File: src/rtl/lbdr_param.sv
// lbdr_param: parametrised LBDR routing unit for one router input port, with packet FSM,
// runtime configuration, protocol-error detection and a completed-packet counter.
// Optional build macro LBDR_DEROUTE_EN adds a configurable deroute port for blocked headers.
`ifndef HEADER
`define HEADER 3'b001
`endif
`ifndef PAYLOAD
`define PAYLOAD 3'b010
`endif
`ifndef TAIL
`define TAIL 3'b100
`endif

module lbdr_param #(
  parameter int X_W = 2,
  parameter int Y_W = 2,
  parameter logic [X_W+Y_W-1:0] CUR_ADDR_RST = (X_W+Y_W)'(32'd5),
  parameter logic [7:0] RXY_RST = 8'd60,
  parameter logic [3:0] CX_RST = 4'd15,
`ifdef LBDR_DEROUTE_EN
  parameter logic [1:0] DR_RST = 2'd0,
`endif
  parameter int CNT_W = 8
) (
  input  logic               clk,
  input  logic               rst,
  input  logic               cfg_we,
  input  logic [7:0]         Rxy_cfg,
  input  logic [3:0]         Cx_cfg,
  input  logic [X_W+Y_W-1:0] cur_addr_cfg,
`ifdef LBDR_DEROUTE_EN
  input  logic [1:0]         dr,
`endif
  input  logic               empty,
  input  logic               rd,
  input  logic [2:0]         flit_id,
  input  logic [X_W+Y_W-1:0] dst_addr,
  output logic               Nport,
  output logic               Eport,
  output logic               Wport,
  output logic               Sport,
  output logic               Lport,
  output logic               route_valid,
  output logic               no_route,
  output logic               proto_err,
  output logic [CNT_W-1:0]   pkt_cnt
);

  localparam int AW = X_W + Y_W;

  typedef enum logic {ST_IDLE = 1'b0, ST_ROUTE = 1'b1} state_t;

  state_t           state_q, state_d;
  logic [7:0]       rxy_q, rxy_d;
  logic [3:0]       cx_q, cx_d;
  logic [AW-1:0]    cur_q, cur_d;
  logic [4:0]       ports_q, ports_d;      // {N,E,W,S,L}
  logic             rv_q, rv_d;
  logic             no_route_q, no_route_d;
  logic             proto_err_q, proto_err_d;
  logic [CNT_W-1:0] cnt_q, cnt_d;
  logic             hdr_pend_q, hdr_pend_d;
`ifdef LBDR_DEROUTE_EN
  logic [1:0]       dr_q, dr_d;
`endif

  logic [4:0] min_route_s;
  logic [4:0] hdr_route_s;
  logic       is_hdr_s;
  logic       new_hdr_s;
  logic       tail_s;
  logic       eval_hdr_s;

  // Minimal LBDR port equations; rxy = {Rsw,Rse,Rws,Rwn,Res,Ren,Rnw,Rne}, cx = {Cs,Cw,Ce,Cn}.
  function automatic logic [4:0] min_route_f(
    input logic [AW-1:0] dst,
    input logic [AW-1:0] cur,
    input logic [7:0]    rxy,
    input logic [3:0]    cx
  );
    logic [X_W-1:0] xd;
    logic [X_W-1:0] xc;
    logic [Y_W-1:0] yd;
    logic [Y_W-1:0] yc;
    logic n1, e1, w1, s1;
    logic n, e, w, s, l;
    xd = dst[X_W-1:0];
    yd = dst[AW-1:X_W];
    xc = cur[X_W-1:0];
    yc = cur[AW-1:X_W];
    n1 = (yd < yc);
    s1 = (yc < yd);
    e1 = (xc < xd);
    w1 = (xd < xc);
    n = ((n1 & ~e1 & ~w1) | (n1 & e1 & rxy[0]) | (n1 & w1 & rxy[1])) & cx[0];
    e = ((e1 & ~n1 & ~s1) | (e1 & n1 & rxy[2]) | (e1 & s1 & rxy[3])) & cx[1];
    w = ((w1 & ~n1 & ~s1) | (w1 & n1 & rxy[4]) | (w1 & s1 & rxy[5])) & cx[2];
    s = ((s1 & ~e1 & ~w1) | (s1 & e1 & rxy[6]) | (s1 & w1 & rxy[7])) & cx[3];
    l = ~n1 & ~e1 & ~w1 & ~s1;
    return {n, e, w, s, l};
  endfunction

`ifdef LBDR_DEROUTE_EN
  // An all-zero result is never local, so it is replaced by the connected deroute port.
  function automatic logic [4:0] deroute_f(
    input logic [4:0] r,
    input logic [1:0] drc,
    input logic [3:0] cx
  );
    logic [4:0] o;
    o = r;
    if (r == 5'b00000) begin
      case (drc)
        2'd0:    o = {cx[0], 4'b0000};
        2'd1:    o = {1'b0, cx[1], 3'b000};
        2'd2:    o = {2'b00, cx[2], 2'b00};
        2'd3:    o = {3'b000, cx[3], 1'b0};
        default: o = 5'b00000;
      endcase
    end else begin
      o = r;
    end
    return o;
  endfunction
`endif

  // Flit decode and header route evaluated against the currently registered config.
  always_comb begin
    is_hdr_s    = ~empty & (flit_id == `HEADER);
    tail_s      = rd & ~empty & (flit_id == `TAIL);
    // A header still parked at the FIFO head after evaluation is not a second header.
    new_hdr_s   = is_hdr_s & ~hdr_pend_q;
    min_route_s = min_route_f(dst_addr, cur_q, rxy_q, cx_q);
`ifdef LBDR_DEROUTE_EN
    hdr_route_s = deroute_f(min_route_s, dr_q, cx_q);
`else
    hdr_route_s = min_route_s;
`endif
    if (state_q == ST_IDLE) begin
      eval_hdr_s = is_hdr_s;
    end else begin
      eval_hdr_s = new_hdr_s;
    end
  end

  // State register.
  always_ff @(posedge clk or posedge rst) begin
    if (rst) begin
      state_q <= ST_IDLE;
    end else begin
      state_q <= state_d;
    end
  end

  // Next-state logic.
  always_comb begin
    state_d = state_q;
    case (state_q)
      ST_IDLE: begin
        if (is_hdr_s) begin
          state_d = ST_ROUTE;
        end else begin
          state_d = ST_IDLE;
        end
      end
      ST_ROUTE: begin
        if (new_hdr_s) begin
          state_d = ST_ROUTE;
        end else if (tail_s) begin
          state_d = ST_IDLE;
        end else begin
          state_d = ST_ROUTE;
        end
      end
      default: state_d = ST_IDLE;
    endcase
  end

  // Output/datapath next values per state.
  always_comb begin
    ports_d     = ports_q;
    rv_d        = rv_q;
    no_route_d  = no_route_q;
    proto_err_d = proto_err_q;
    cnt_d       = cnt_q;
    case (state_q)
      ST_IDLE: begin
        if (is_hdr_s) begin
          ports_d    = hdr_route_s;
          rv_d       = 1'b1;
          no_route_d = no_route_q | (hdr_route_s == 5'b00000);
        end else if (~empty) begin
          proto_err_d = 1'b1;
        end else begin
          ports_d = ports_q;
        end
      end
      ST_ROUTE: begin
        if (new_hdr_s) begin
          proto_err_d = 1'b1;
          ports_d     = hdr_route_s;
          rv_d        = 1'b1;
          no_route_d  = no_route_q | (hdr_route_s == 5'b00000);
        end else if (tail_s) begin
          ports_d = 5'b00000;
          rv_d    = 1'b0;
          cnt_d   = cnt_q + CNT_W'(1'b1);
        end else begin
          ports_d = ports_q;
        end
      end
      default: begin
        ports_d = 5'b00000;
        rv_d    = 1'b0;
      end
    endcase
  end

  // Header-pending tracking and configuration next values.
  always_comb begin
    hdr_pend_d = hdr_pend_q;
    if (eval_hdr_s) begin
      hdr_pend_d = ~rd;
    end else if (rd & ~empty) begin
      hdr_pend_d = 1'b0;
    end else begin
      hdr_pend_d = hdr_pend_q;
    end
    rxy_d = rxy_q;
    cx_d  = cx_q;
    cur_d = cur_q;
`ifdef LBDR_DEROUTE_EN
    dr_d  = dr_q;
`endif
    if (cfg_we) begin
      rxy_d = Rxy_cfg;
      cx_d  = Cx_cfg;
      cur_d = cur_addr_cfg;
`ifdef LBDR_DEROUTE_EN
      dr_d  = dr;
`endif
    end else begin
      cur_d = cur_q;
    end
  end

  // Datapath and configuration registers.
  always_ff @(posedge clk or posedge rst) begin
    if (rst) begin
      ports_q     <= 5'b00000;
      rv_q        <= 1'b0;
      no_route_q  <= 1'b0;
      proto_err_q <= 1'b0;
      cnt_q       <= '0;
      hdr_pend_q  <= 1'b0;
      rxy_q       <= RXY_RST;
      cx_q        <= CX_RST;
      cur_q       <= CUR_ADDR_RST;
`ifdef LBDR_DEROUTE_EN
      dr_q        <= DR_RST;
`endif
    end else begin
      ports_q     <= ports_d;
      rv_q        <= rv_d;
      no_route_q  <= no_route_d;
      proto_err_q <= proto_err_d;
      cnt_q       <= cnt_d;
      hdr_pend_q  <= hdr_pend_d;
      rxy_q       <= rxy_d;
      cx_q        <= cx_d;
      cur_q       <= cur_d;
`ifdef LBDR_DEROUTE_EN
      dr_q        <= dr_d;
`endif
    end
  end

  assign Nport       = ports_q[4];
  assign Eport       = ports_q[3];
  assign Wport       = ports_q[2];
  assign Sport       = ports_q[1];
  assign Lport       = ports_q[0];
  assign route_valid = rv_q;
  assign no_route    = no_route_q;
  assign proto_err   = proto_err_q;
  assign pkt_cnt     = cnt_q;

endmodule

File: config.mk
export PLATFORM = sky130hd
export DESIGN_NAME = lbdr_param
export DESIGN_NICKNAME = d
export VERILOG_FILES = /design/src/rtl/lbdr_param.sv
export SDC_FILE = /design/constraint.sdc
export NUM_CORES = 1
export LEC_CHECK = 0
export CORE_UTILIZATION = 48
export CTS_CLUSTER_SIZE = 16
export DETAILED_ROUTE_END_ITERATION = 8
export PLACE_DENSITY = 0.84
export SYNTH_ARGS = -nofsm -noshare
export SYNTH_HDL_FRONTEND = slang
export SYNTH_SLANG_ARGS = --single-unit
File: constraint.sdc
create_clock -name clk -period 2.1 [get_ports clk]
set_input_delay 0.525 -clock clk [delete_from_list [all_inputs] [get_ports clk]]
set_output_delay 0.525 -clock clk [all_outputs]
set_load 0.05 [all_outputs]
; After elaboration in Yosys (flattened, before gate mapping)
; Cells that the tools add are included.
; W data, S select, Z words.
[op_classes]
n_addsub = 1
reduce_logical = 6
bitwise_logic = 49
n_lt_le_gt_ge = 4
eq_ne = 7
n_mux = 22
[op_table]
columns = cell, count
row1 = $and A1 B1 Y1, 31
row2 = $mux W5, 3
row3 = $mux W1, 14
row4 = $pmux W5 S2, 1
row5 = $not A1 Y1, 9
row6 = $or A1 B1 Y1, 9
row7 = $add A8 B1 Y8 const B, 1
row8 = $lt A2 B2 Y1, 4
row9 = $pmux W1 S2, 4
row10 = $ne A2 B2 Y1 const B, 3
row11 = $reduce_and A3 Y1, 2
row12 = $logic_not A5 Y1, 1
row13 = $reduce_and A2 Y1, 2
row14 = $eq A3 B1 Y1 const B, 1
row15 = $eq A3 B3 Y1 const B, 1
row16 = $ne A3 B1 Y1 const B, 1
row17 = $ne A2 B1 Y1 const B, 1
row18 = $reduce_bool A2 Y1, 1
[totals]
regBits = 34
output_inout_bits = 16

; Logic depth before layout (Yosys ltp)
; Gate-level depths: netlist of the first run.
[depth]
depth_word = 11
depth_mapped = 7
mapped_depth_nobuf = 6

; Least setup slack after synthesis of the first run
; OpenSTA, ideal clock, no wires.
[synth_path]
kind = in2reg
startpoint = input dst_addr[3]
endpoint = register no_route_q, in the netlist no_route
path_stages = 6
setup_time_ns = 0.104
path_slack_ns = 0.127
t_arrival_ns = 1.870
n_path_buf = 0
required_ns = 1.996
path_cell_list = inv_1 ha_1 nor2b_1 or2_2 o2111a_1 o41ai_2
[synth_via]
elab_chain_len = 11
elab_cells_between_ends = 44
classes_between = order compare: 2 / mux: 3 / bitwise: 38 / reduce/logical: 1
[synth_rtl]
columns = item, line
row1 = start: declaration, 37  ; input logic [X_W+Y_W-1:0] dst_addr,
row2 = $lt A2 B2 Y1, 91  ; n1 = (yd < yc);
row3 = $not A1 Y1, "96, 97, 99"
row4 = $and A1 B1 Y1 (on tied branches) (2 in series), "97, 96"
row5 = $or A1 B1 Y1 (on tied branches) (2 in series), "97, 96"
row6 = $and A1 B1 Y1 (on tied branches), "97, 96"
row7 = $logic_not A5 Y1 *, "191, 203"
row8 = $or A1 B1 Y1 *, "191, 203"
row9 = $mux W1 (on tied branches), "199, 188"
row10 = $pmux W1 S2 *, 186  ; case (state_q)
row11 = end signal: assignment, 265  ; no_route_q <= no_route_d;
row12 = end: declaration, 59  ; logic no_route_q, no_route_d;
; Every way passes the cells marked *; elsewhere a longest branch is shown, timed or not. The select of a mux whose other input is x is not followed.
; A chain may end at the register's enable or synchronous reset.

; Worst setup path after layout of the first run
[layout_path]
startpoint = input dst_addr[3]
endpoint = register ports_q[3]
[layout_via]
elab_chain_len = 9
elab_cells_between_ends = 16
classes_between = order compare: 2 / mux: 3 / bitwise: 11
[layout_rtl]
columns = item, line
row1 = $lt A2 B2 Y1, 91
row2 = $not A1 Y1, 96  ; e = ((e1 & ~n1 & ~s1) | (e1 & n1 & rxy[2]) | (e1 & s1 & rxy[3])) & cx[1];
row3 = $and A1 B1 Y1 (2 in series), 96
row4 = $or A1 B1 Y1, 96
row5 = $or A1 B1 Y1 *, 96
row6 = $and A1 B1 Y1 *, 96
row7 = $mux W5 (on tied branches), "199, 188"
row8 = $pmux W5 S2 *, 186
row9 = end signal: assignment, 263  ; ports_q <= ports_d;
row10 = end: declaration, 57  ; logic [4:0] ports_q, ports_d;
; Marks and branches as above.

==> results of run 1 <==
-- sequential cells by signal, summed over array words and instances, names as in the netlist --
name / cells
pkt_cnt: 8
rxy_q: 8
ports_q: 5
cur_q: 4
cx_q: 4
hdr_pend_q: 1
no_route: 1
proto_err: 1
route_valid: 1
state_q: 1
-- area by class of cell --
type | instances | share of cell area, %
sequential | 34 | 36.8
multi-input combinational | 94 | 32.0
timing repair buffer | 62 | 24.6
clock buffer | 7 | 2.34
tap | 44 | 2.34
inverter | 11 | 1.76
clock inverter | 1 | 0.213
-- power by group through the flow --
stage	logic [mW]	registers, mW	clock network [mW]
after floorplan	0.154	0.834	0
after global placement	0.377	0.773	0
after detailed placement	0.392	0.774	0
after CTS	0.400	0.763	0.392
after global routing	0.432	0.770	0.425
final	0.405	0.762	0.378
-- metrics by stage --
stage          setup TNS, ps  instances
6_report                   0        253
5_1_grt                -16.2        253
4_1_cts                    0        253
3_5_place_dp           -1780        245
3_3_place_gp           -1360        245
2_1_floorplan              0        142
-- logic make-up after synthesis --
kind of cell,Yosys count,share of synthesized area (%)
flip-flops,34,52.5
AND/OR/NAND/NOR,42,14.1
XOR/XNOR,7,3.73
multiplexers,15,10.2
buffers and inverters,14,3.20
AO/OA/AOI/OAI,25,12.5
adder cells (fa/ha/maj),5,3.81
-- cells in the final DEF (no fill, tap or decap), types with 4 or more instances in the layout --
master	count
clkdlybuf4s50_1	32
dfrtp_1	24
buf_4	23
mux2_2	14
inv_1	11
nor2_1	10
dfstp_2	10
o21ai_0	8
nand2_1	7
nor3_1	6
xnor2_1	6
dlymetal6s2s_1	6
ha_1	5
clkbuf_4	5
a22o_1	4
-- layer usage --
layer  share of wire [%]  up-vias  track usage [%]
li1                    -      638                -
met1                  41      644             25.1
met2                  51       50             39.9
met3                 7.2        4             9.59
met4                0.68        0             7.47
met5                   0        -                0
-- path summary, 6_finish.rpt --
path	start	end	slack, ps	cells after the start
min in group asynchronous	rst	rxy_q[6]	570	3
setup reg to reg	cur_q[1]	no_route	310	7
hold / removal	pkt_cnt[7]	pkt_cnt[7]	480	1
max in group asynchronous	rst	cur_q[2]	1190	3
setup / recovery	dst_addr[3]	ports_q[3]	20	7
hold reg to reg	pkt_cnt[7]	pkt_cnt[7]	480	1
-- synth_stat cells, types with 2 or more instances --
master	count	area share, %
dfrtp_1	24	37
mux2_2	14	9.6
inv_1	11	2.5
dfstp_2	10	16
nor2_1	10	2.3
o21ai_0	8	2.4
nand2_1	7	1.6
nor3_1	6	1.8
xnor2_1	6	3.2
ha_1	5	3.8
a22o_1	4	2.1
clkbuf_1	3	0.68
nand2b_1	3	1.1
nand3_1	3	0.91
nor2b_1	3	1.1
a21oi_1	2	0.61
nand4_1	2	0.76
-- critical path, stage by stage --
cell and delay [ps]:
clkdlybuf4s50_1 450, inv_1 40, ha_1 290, nor2b_1 150, or2_2 340, a2111oi_4 370
a22o_1 180
-- repair_timing --
item / 4_1_cts / 5_1_grt
gates resized for setup: 2 / 8
hold buffers: 0 / 0
endpoints found under the setup margin: 3 / 8
pin swaps: 1 / 0
==> out/results.txt, run 1 <==
First-pass GRT wire length: 5920 um
Arrival time at the worst endpoint: 2360 ps
Worst path required time: 2380 ps
Post-CTS Setup Bufs: 0
H-tree depth: 2
# setup viols final: 0
Post-synthesis sequential area ratio: 52.5%
DR vias/cell: 5.28
Final Core Density: 74.5%
Period minus WS final: 2080 ps
Total CTS buffers: 5
FP Rows: 20
Area of the multi-input gates: 752 um2
Seq pwr share: 49.3%
Number of synthesized register bits: 34
P_sw: 467 uW
Starting Density: 52.1%
RSZ-0062 raised after global routing: yes
GRT Util Overall: 22.8%
Gate power share: 26.2%
Final hold vios: 0
Skew-Pair Late Insertion Delay: 340 ps
Syn Inst Count: 142
Leak: 1.12 nW
Hold Path Class: reg2reg
Outcome: finished, final reports clean
P&R area growth vs syn: 42.8%
Number of remaining DRC errors: 0
Mapped cell area: 0.00164 mm2
Post-route ant nets: 0
F_max: 0.481 GHz
Global placement routability congestion: 0.978
DP Wirelength: 2760 um
Worst slack at placement: -394 ps
Largest net degree at the start of global routing: 35
Worst Setup End Kind: flip-flop
Kind of critical path: in2reg
Die footprint: 0.00366 mm2
Root Buffer: clkbuf_4
Clk pin slew, worst setup/hold paths: 100 ps
Main synth FF type: dfrtp_1
Final clock skew: 7.39 ps
Design area: 0.00235 mm2
Worst-path fanout max: 3
Fillcell total: 238
Tcrit/Tclk final: 99.0%
Post-synth EDFFs: 0
# IOs: 44
Clock Sinks: 34
Critical path launch point type: input pin
Final setup margin: 20.0 ps
PnR Total Power: 1.55 mW
Grt ovf: 0
CTS tree: yes
Die span in x: 60.5 um
FF/Latch Area: 863 um2
P_int: 1.08 mW
Initial antenna violation count: 0
Nets@finish: 241
Routed WL per cell: 14.5 um
Port bufs: 43
Drt initial violations: 45
Layout cells sized above 1: 29.2%
Clock power frac: 24.5%
Final wirelength: 3670 um
Synth unique cells: 38
Diode count: 0
Max Cap Viol: 0
Power Density: 658 mW/mm2
Die height: 60.5 um
Router iterations before antenna repair: 4
Min Hold Slack: 479 ps
Syn_nets: 175
Slew at the pin with the worst max-slew slack: 524 ps
Sw Share: 30.2%
Relative slew slack: 65.0%
Vias in the first global route: 1387
Mean post-synth cell area: 11.6 um2
Vias: 1336
Core ar.: 0.00315 mm2
Clk buf depth: 2
Worst ir drop on vdd: 0.000361 V
YS warnings: 0
Instance area at placement: 0.00225 mm2
Final Slew Violations: 0
FFs w/ async S/R, synth: 100%
Power figures use the tool's default switching activity.
==> run 2, diff against run 1 <==
--- a/config.mk
+++ b/config.mk
@@ -5,6 +5,7 @@
 export SDC_FILE = /design/constraint.sdc
 export NUM_CORES = 1
 export LEC_CHECK = 0
+export ABC_AREA = 1
 export CORE_UTILIZATION = 48
 export CTS_CLUSTER_SIZE = 16
 export DETAILED_ROUTE_END_ITERATION = 8
==> out/results.txt, run 2 <==
YS warnings: 0 (unchanged)
Crit path cell chain: clkdlybuf4s50_1
Power Density: 893 mW/mm2 (+36%)
Commonest cells after routing, fill and taps aside: nand2_1 (51), clkdlybuf4s50_1 (32), inv_1 (31)
Grt ovf: 0 (unchanged)
Core ar.: 0.00339 mm2 (+7.5%)
Worst path required time: 1570 ps (-810 ps)
Final wirelength: 3160 um (-14%)
Arrival time at the worst endpoint: 1520 ps (-840 ps)
Layout cells sized above 1: 19.0% (-10 points)
Most frequent cell after synthesis: nand2_1
Sum of negative setup slack: 0 ps (unchanged)
FFs w/ async S/R, synth: 100% (unchanged)
Kind of critical path: reg2out
Nets@finish: 274 (+14%)
Number of remaining DRC errors: 0 (unchanged)
F_max: 0.490 GHz (+1.9%)
Initial antenna violation count: 0 (unchanged)
Yosys top cell area share: 34.9% (-1.6 points)
Die span in x: 61.8 um (+2.2%)
Post-synthesis sequential area ratio: 50.2% (-2.3 points)
Crit-path max cell delay: 810 ps (+360 ps)
DR vias/cell: 4.67 (-12%)
Largest area contributor in the netlist: dfrtp_1
Global placement routability congestion: 0.783 (-20%)
Clk pin slew, worst setup/hold paths: 110 ps (about the same)
# setup viols final: 0 (unchanged)
Port bufs: 43 (unchanged)
P&R area growth vs syn: 33.9%
Outcome: finished, final reports clean
Final Core Density: 67.9% (-6.6 points)
Number of synthesized register bits: 34 (unchanged)
FP Rows: 21 (+5.0%)
Final Slew Violations: 0 (unchanged)
Most common cell after layout, fill and taps aside: nand2_1
Mapped cell area: 0.00172 mm2 (+4.6%)
Fillcell total: 259 (+8.8%)
Starting Density: 50.7% (-1.4 points)
Router iterations before antenna repair: 4 (unchanged)
First-pass GRT wire length: 5040 um (-15%)
Final clock skew: 11.4 ps (+3.98 ps)
Post-route ant nets: 0 (unchanged)
Worst Setup End Kind: output port
Post-synth top cells: nand2_1 (51), inv_1 (31), dfrtp_1 (24)
Post-synth EDFFs: 0 (unchanged)
Die footprint: 0.00382 mm2 (+4.4%)
Main synth FF type: dfrtp_1
Diode count: 0 (unchanged)
Buffers and inverters on the worst path: 1 (-1)
Worst-path fanout max: 2 (-1)
Tcrit/Tclk final: 97.2% (-1.9 points)
Leak: 1.18 nW (+4.9%)
Routed WL per cell: 11.0 um (-24%)
Mean post-synth cell area: 8.95 um2 (-23%)
Slew at the pin with the worst max-slew slack: 509 ps (-15.9 ps)
CTS tree: yes
Hold Path Class: reg2reg
DP Wirelength: 2450 um (-11%)
Syn Inst Count: 192 (+35%)
Largest net degree at the start of global routing: 35 (unchanged)
Total CTS buffers: 5 (unchanged)
Period minus WS final: 2040 ps (-39.1 ps)
H-tree depth: 2 (unchanged)
Vias: 1344 (+0.60%)
Die height: 61.8 um (+2.2%)
Reg-to-reg slack, setup: 600 ps (+290 ps)
Area contributors post-synth: dfrtp_1 (35%), dfstp_2 (15%), nand2_1 (11%)
Top delay family on crit path: buffers and inverters
Skew-Pair Late Insertion Delay: 330 ps (about the same)
Root Buffer: clkbuf_4
Syn_nets: 225 (+29%)
Relative slew slack: 66.0% (+1.0 points)
Max Cap Viol: 0 (unchanged)
Clk buf depth: 2 (unchanged)
Critical path's slowest cell: clkdlybuf4s50_1
GRT Util Overall: 18.8% (-4.0 points)
Drt initial violations: 40 (-11%)
Critical path launch point type: flip-flop
RSZ-0062 raised after global routing: no
# IOs: 44 (unchanged)
Synth unique cells: 24 (-37%)
Vias in the first global route: 1249 (-9.9%)
Final hold vios: 0 (unchanged)
Clock Sinks: 34 (unchanged)
Worst ir drop on vdd: 0.000515 V (+43%)
-- run 2: cell types whose count changed in the layout (fill, tap and decap cells not counted), sizes merged, moves of 3 or more --
cell and delta:
xor2 +3, o21ai +5, inv +23, nor2b -3, a22o -4, buf -21
nand2b -3, mux2 -6, xnor2 -4, nor3 -5, nand3 +12, nand2 +46
-- run 2: layer usage --
metal	global-route usage [%]	routed length, um
met5	0	0
met4	7.62	15
met3	7.04	165
met2	31.5	1570
met1	21.8	1410
-- run 2: report_power, final --
part,switching (mW),internal (mW)
registers,0.0757,0.773
logic,0.478,0.261
clock network,0.222,0.247
-- run 2: final cells by class --
| cell class | count | area [um2] | share of cell area [%] |
|---|---|---|---|
| Tap cell | 46 | 57.6 | 2.50 |
| Clock buffer | 5 | 37.5 | 1.63 |
| Inverter | 34 | 128 | 5.54 |
| Sequential cell | 34 | 863 | 37.5 |
| Multi-Input combinational cell | 121 | 714 | 31.0 |
| Clock inverter | 3 | 40.0 | 1.74 |
| Timing Repair Buffer | 45 | 462 | 20.1 |
-- run 2: cells by family after synthesis --
kind of cell             share of synthesized area [%]
AND/OR/NAND/NOR                                   24.2
adder cells (fa/ha/maj)                           3.64
multiplexers                                      5.24
AO/OA/AOI/OAI                                     5.46
XOR/XNOR                                          3.06
flip-flops                                        50.2
buffers and inverters                             8.22
-- run 2: what timing repair did --
item,in CTS,in global routing
hold buffers,0,0
resized for setup,3,8
setup endpoints to repair,3,8
hold endpoints to repair,0,0
buffers inserted,0,0
-- run 2: through the flow --
| stage | hold WS, ps | std cells | cell area (um2) | worst slack, ps | power [mW] |
|---|---|---|---|---|---|
| 4_1_cts | 493 | 288 | 2280 | 24.2 | 2.08 |
| 5_1_grt | 517 | 288 | 2300 | 1.28 | 2.17 |
| 3_3_place_gp | 460 | 280 | 2210 | 44.9 | 1.60 |
| 2_1_floorplan | 460 | 192 | 1720 | 595 | 1.36 |
| 3_5_place_dp | 466 | 280 | 2210 | 32.4 | 1.62 |
| 6_report | 488 | 288 | 2300 | 59.1 | 2.06 |
-- run 2: worst paths after layout --
kind | startpoint | to | cells after the start
min in group asynchronous | rst | ports_q[2] | 3
max | ports_q[3] | Eport | 1
max reg2reg | cur_q[0] | no_route | 9
min reg2reg | ports_q[4] | ports_q[4] | 2
max in group asynchronous | rst | cx_q[1] | 3
min | ports_q[4] | ports_q[4] | 2
==> run 3, diff against run 2 <==
==> constraint.sdc (replaced) <==
create_clock -name clk -period 2.2 [get_ports clk]
set_input_delay 0.55 -clock clk [delete_from_list [all_inputs] [get_ports clk]]
set_output_delay 0.55 -clock clk [all_outputs]
set_load 0.05 [all_outputs]
==> out/results.txt, run 3 (same netlist as run 2, synthesis figures left out) <==
Drt initial violations: 36 (-10%)
Sum of negative setup slack: 0 ps (unchanged)
Worst path required time: 1650 ps (+80 ps)
Worst-case reg-to-reg path depth: 9 (unchanged)
DR vias/cell: 4.69 (+0.45%)
Final wirelength: 3180 um (+0.66%)
Period minus WS final: 2110 ps
P_int: 1.16 mW (-9.7%)
Worst-path fanout max: 4 (+2)
Worst Setup End Kind: output port
Hold-fix buffers, CTS: 0 (unchanged)
Die footprint: 0.00382 mm2 (unchanged)
First-pass GRT wire length: 5080 um (+0.69%)
Hold Path Class: reg2reg
Final Slew Violations: 0 (unchanged)
Critical path's slowest cell: clkdlybuf4s50_1
Global placement routability congestion: 0.783 (about the same)
Kind of critical path: reg2out
DP Wirelength: 2480 um (+1.3%)
Post-CTS Setup Bufs: 0 (unchanged)
FF/Latch Area: 863 um2 (unchanged)
Post-route insts no fill: 288 (unchanged)
F_max: 0.473 GHz
Grt ovf: 0 (unchanged)
Most common cell after layout, fill and taps aside: nand2_1
Crit path cell chain: clkdlybuf4s50_1
Post-route ant nets: 0 (unchanged)
Clk pin slew, worst setup/hold paths: 110 ps (about the same)
FP Rows: 21 (unchanged)
Starting Density: 50.7% (unchanged)
Clk buf depth: 2 (unchanged)
HP Start: ports_q[4]
Buffers and inverters on the worst path: 1 (unchanged)
Final setup margin: 85.2 ps (+26.1 ps)
Largest net degree at the start of global routing: 35 (unchanged)
Die height: 61.8 um (unchanged)
Tcrit/Tclk final: 96.1%
PnR Total Power: 1.90 mW (-7.6%)
Reg-to-reg slack, setup: 700 ps (+100 ps)
Placed cells: 280 (unchanged)
# setup viols final: 0 (unchanged)
Crit-path max cell delay: 820 ps (about the same)
# IOs: 44 (unchanged)
Skew-Pair Late Insertion Delay: 320 ps (about the same)
Seq pwr share: 42.8% (+1.5 points)
CTS tree: yes
Hold EP: ports_q[4]
Root Buffer: clkbuf_4
Worst ir drop on vdd: 0.000382 V (-26%)
Clock Sinks: 34 (unchanged)
Power Density: 835 mW/mm2 (-6.5%)
Core ar.: 0.00339 mm2 (unchanged)
Clock power frac: 19.1% (-3.7 points)
Top delay family on crit path: buffers and inverters
Port bufs: 43 (unchanged)
Routed WL per cell: 11.0 um (+0.66%)
Router iterations before antenna repair: 4 (unchanged)
Post-CTS sizing: 0 (-3)
Final clock skew: 9.19 ps (-2.18 ps)
Commonest cells after routing, fill and taps aside: nand2_1 (51), clkdlybuf4s50_1 (42), inv_1 (31)
Vias: 1350 (+0.45%)
Die span in x: 61.8 um (unchanged)
Worst slack at placement: 103 ps (+70.3 ps)
RSZ-0062 raised after global routing: no
Nets@finish: 274 (unchanged)
Relative slew slack: 66.1% (+0.11 points)
Slew at the pin with the worst max-slew slack: 507 ps (-1.64 ps)
Sw Share: 39.2% (+1.4 points)
R2R Path Start: cur_q[0]
Leak: 1.10 nW (-6.2%)
Fillcell total: 265 (+2.3%)
Vias in the first global route: 1251 (+0.16%)
WHS Path Cells: 2 (unchanged)
Total CTS buffers: 5 (unchanged)
P&R area growth vs syn: 32.3%
H-tree depth: 2 (unchanged)
Diode count: 0 (unchanged)
Layout cells sized above 1: 19.0% (unchanged)
Max Cap Viol: 0 (unchanged)
Outcome: finished, final reports clean
P_sw: 744 uW (-4.2%)
GRT Util Overall: 18.2% (-0.61 points)
Critical path launch point type: flip-flop
Gate power share: 38.0% (+2.1 points)
Arrival time at the worst endpoint: 1560 ps (+40 ps)
Initial antenna violation count: 0 (unchanged)
Final hold vios: 0 (unchanged)
Number of remaining DRC errors: 0 (unchanged)
Worst r2r dst: no_route
Area of the multi-input gates: 714 um2 (unchanged)
run 3: worst register-to-register path: cells and delay by family, from the launching register on:
kind / cells / cell delay [ps]
DFF: 1 / 540
and+or+nand+nor: 7 / 510
AOI/OAI and AO/OA: 1 / 130
adders and majority gates: 1 / 220
run 3: worst max path at each step:
stage / start / to / slack, ps / depth (start not counted)
detailed placement: dst_addr[3] / no_route / 100 / 11
global placement: dst_addr[3] / no_route / 120 / 10
CTS: pkt_cnt[4] / pkt_cnt[4] / 50 / 1
global route: pkt_cnt[5] / pkt_cnt[5] / 9 / 1
floorplan: dst_addr[3] / no_route / 670 / 10
finish: pkt_cnt[5] / pkt_cnt[5] / 90 / 1
run 3: per-stage QoR:
stage	area (um2)	hold WS [ps]	utilization, %
global placement	2210	460	65.2
global route	2270	520	67.1
CTS	2270	492	67.0
finish	2270	487	67.1
detailed placement	2210	466	65.2
floorplan	1720	460	-
run 3: power by group through the flow:
stage          sequential, mW  clock, mW  combinational, mW
4_1_cts                 0.814      0.373              0.728
3_5_place_dp            0.826          0              0.726
2_1_floorplan            1.05          0              0.252
3_3_place_gp            0.819          0              0.710
6_report                0.814      0.364              0.722
5_1_grt                 0.824      0.405              0.782
run 3: area by class of cell:
type	count	area share (%)
sequential	34	38.0
multi-input combinational	121	31.4
timing repair buffer	45	19.7
inverter	34	5.61
tap	46	2.53
clock buffer	6	2.26
clock inverter	2	0.550
run 3: routing by layer:
metal / part of all wire, % / track usage (%) / wire (um)
met1: 46 / 22.1 / 1460
met3: 4.7 / 4.35 / 151
met5: 0 / 0 / 0
met4: 0.47 / 7.30 / 15
met2: 49 / 31.2 / 1550
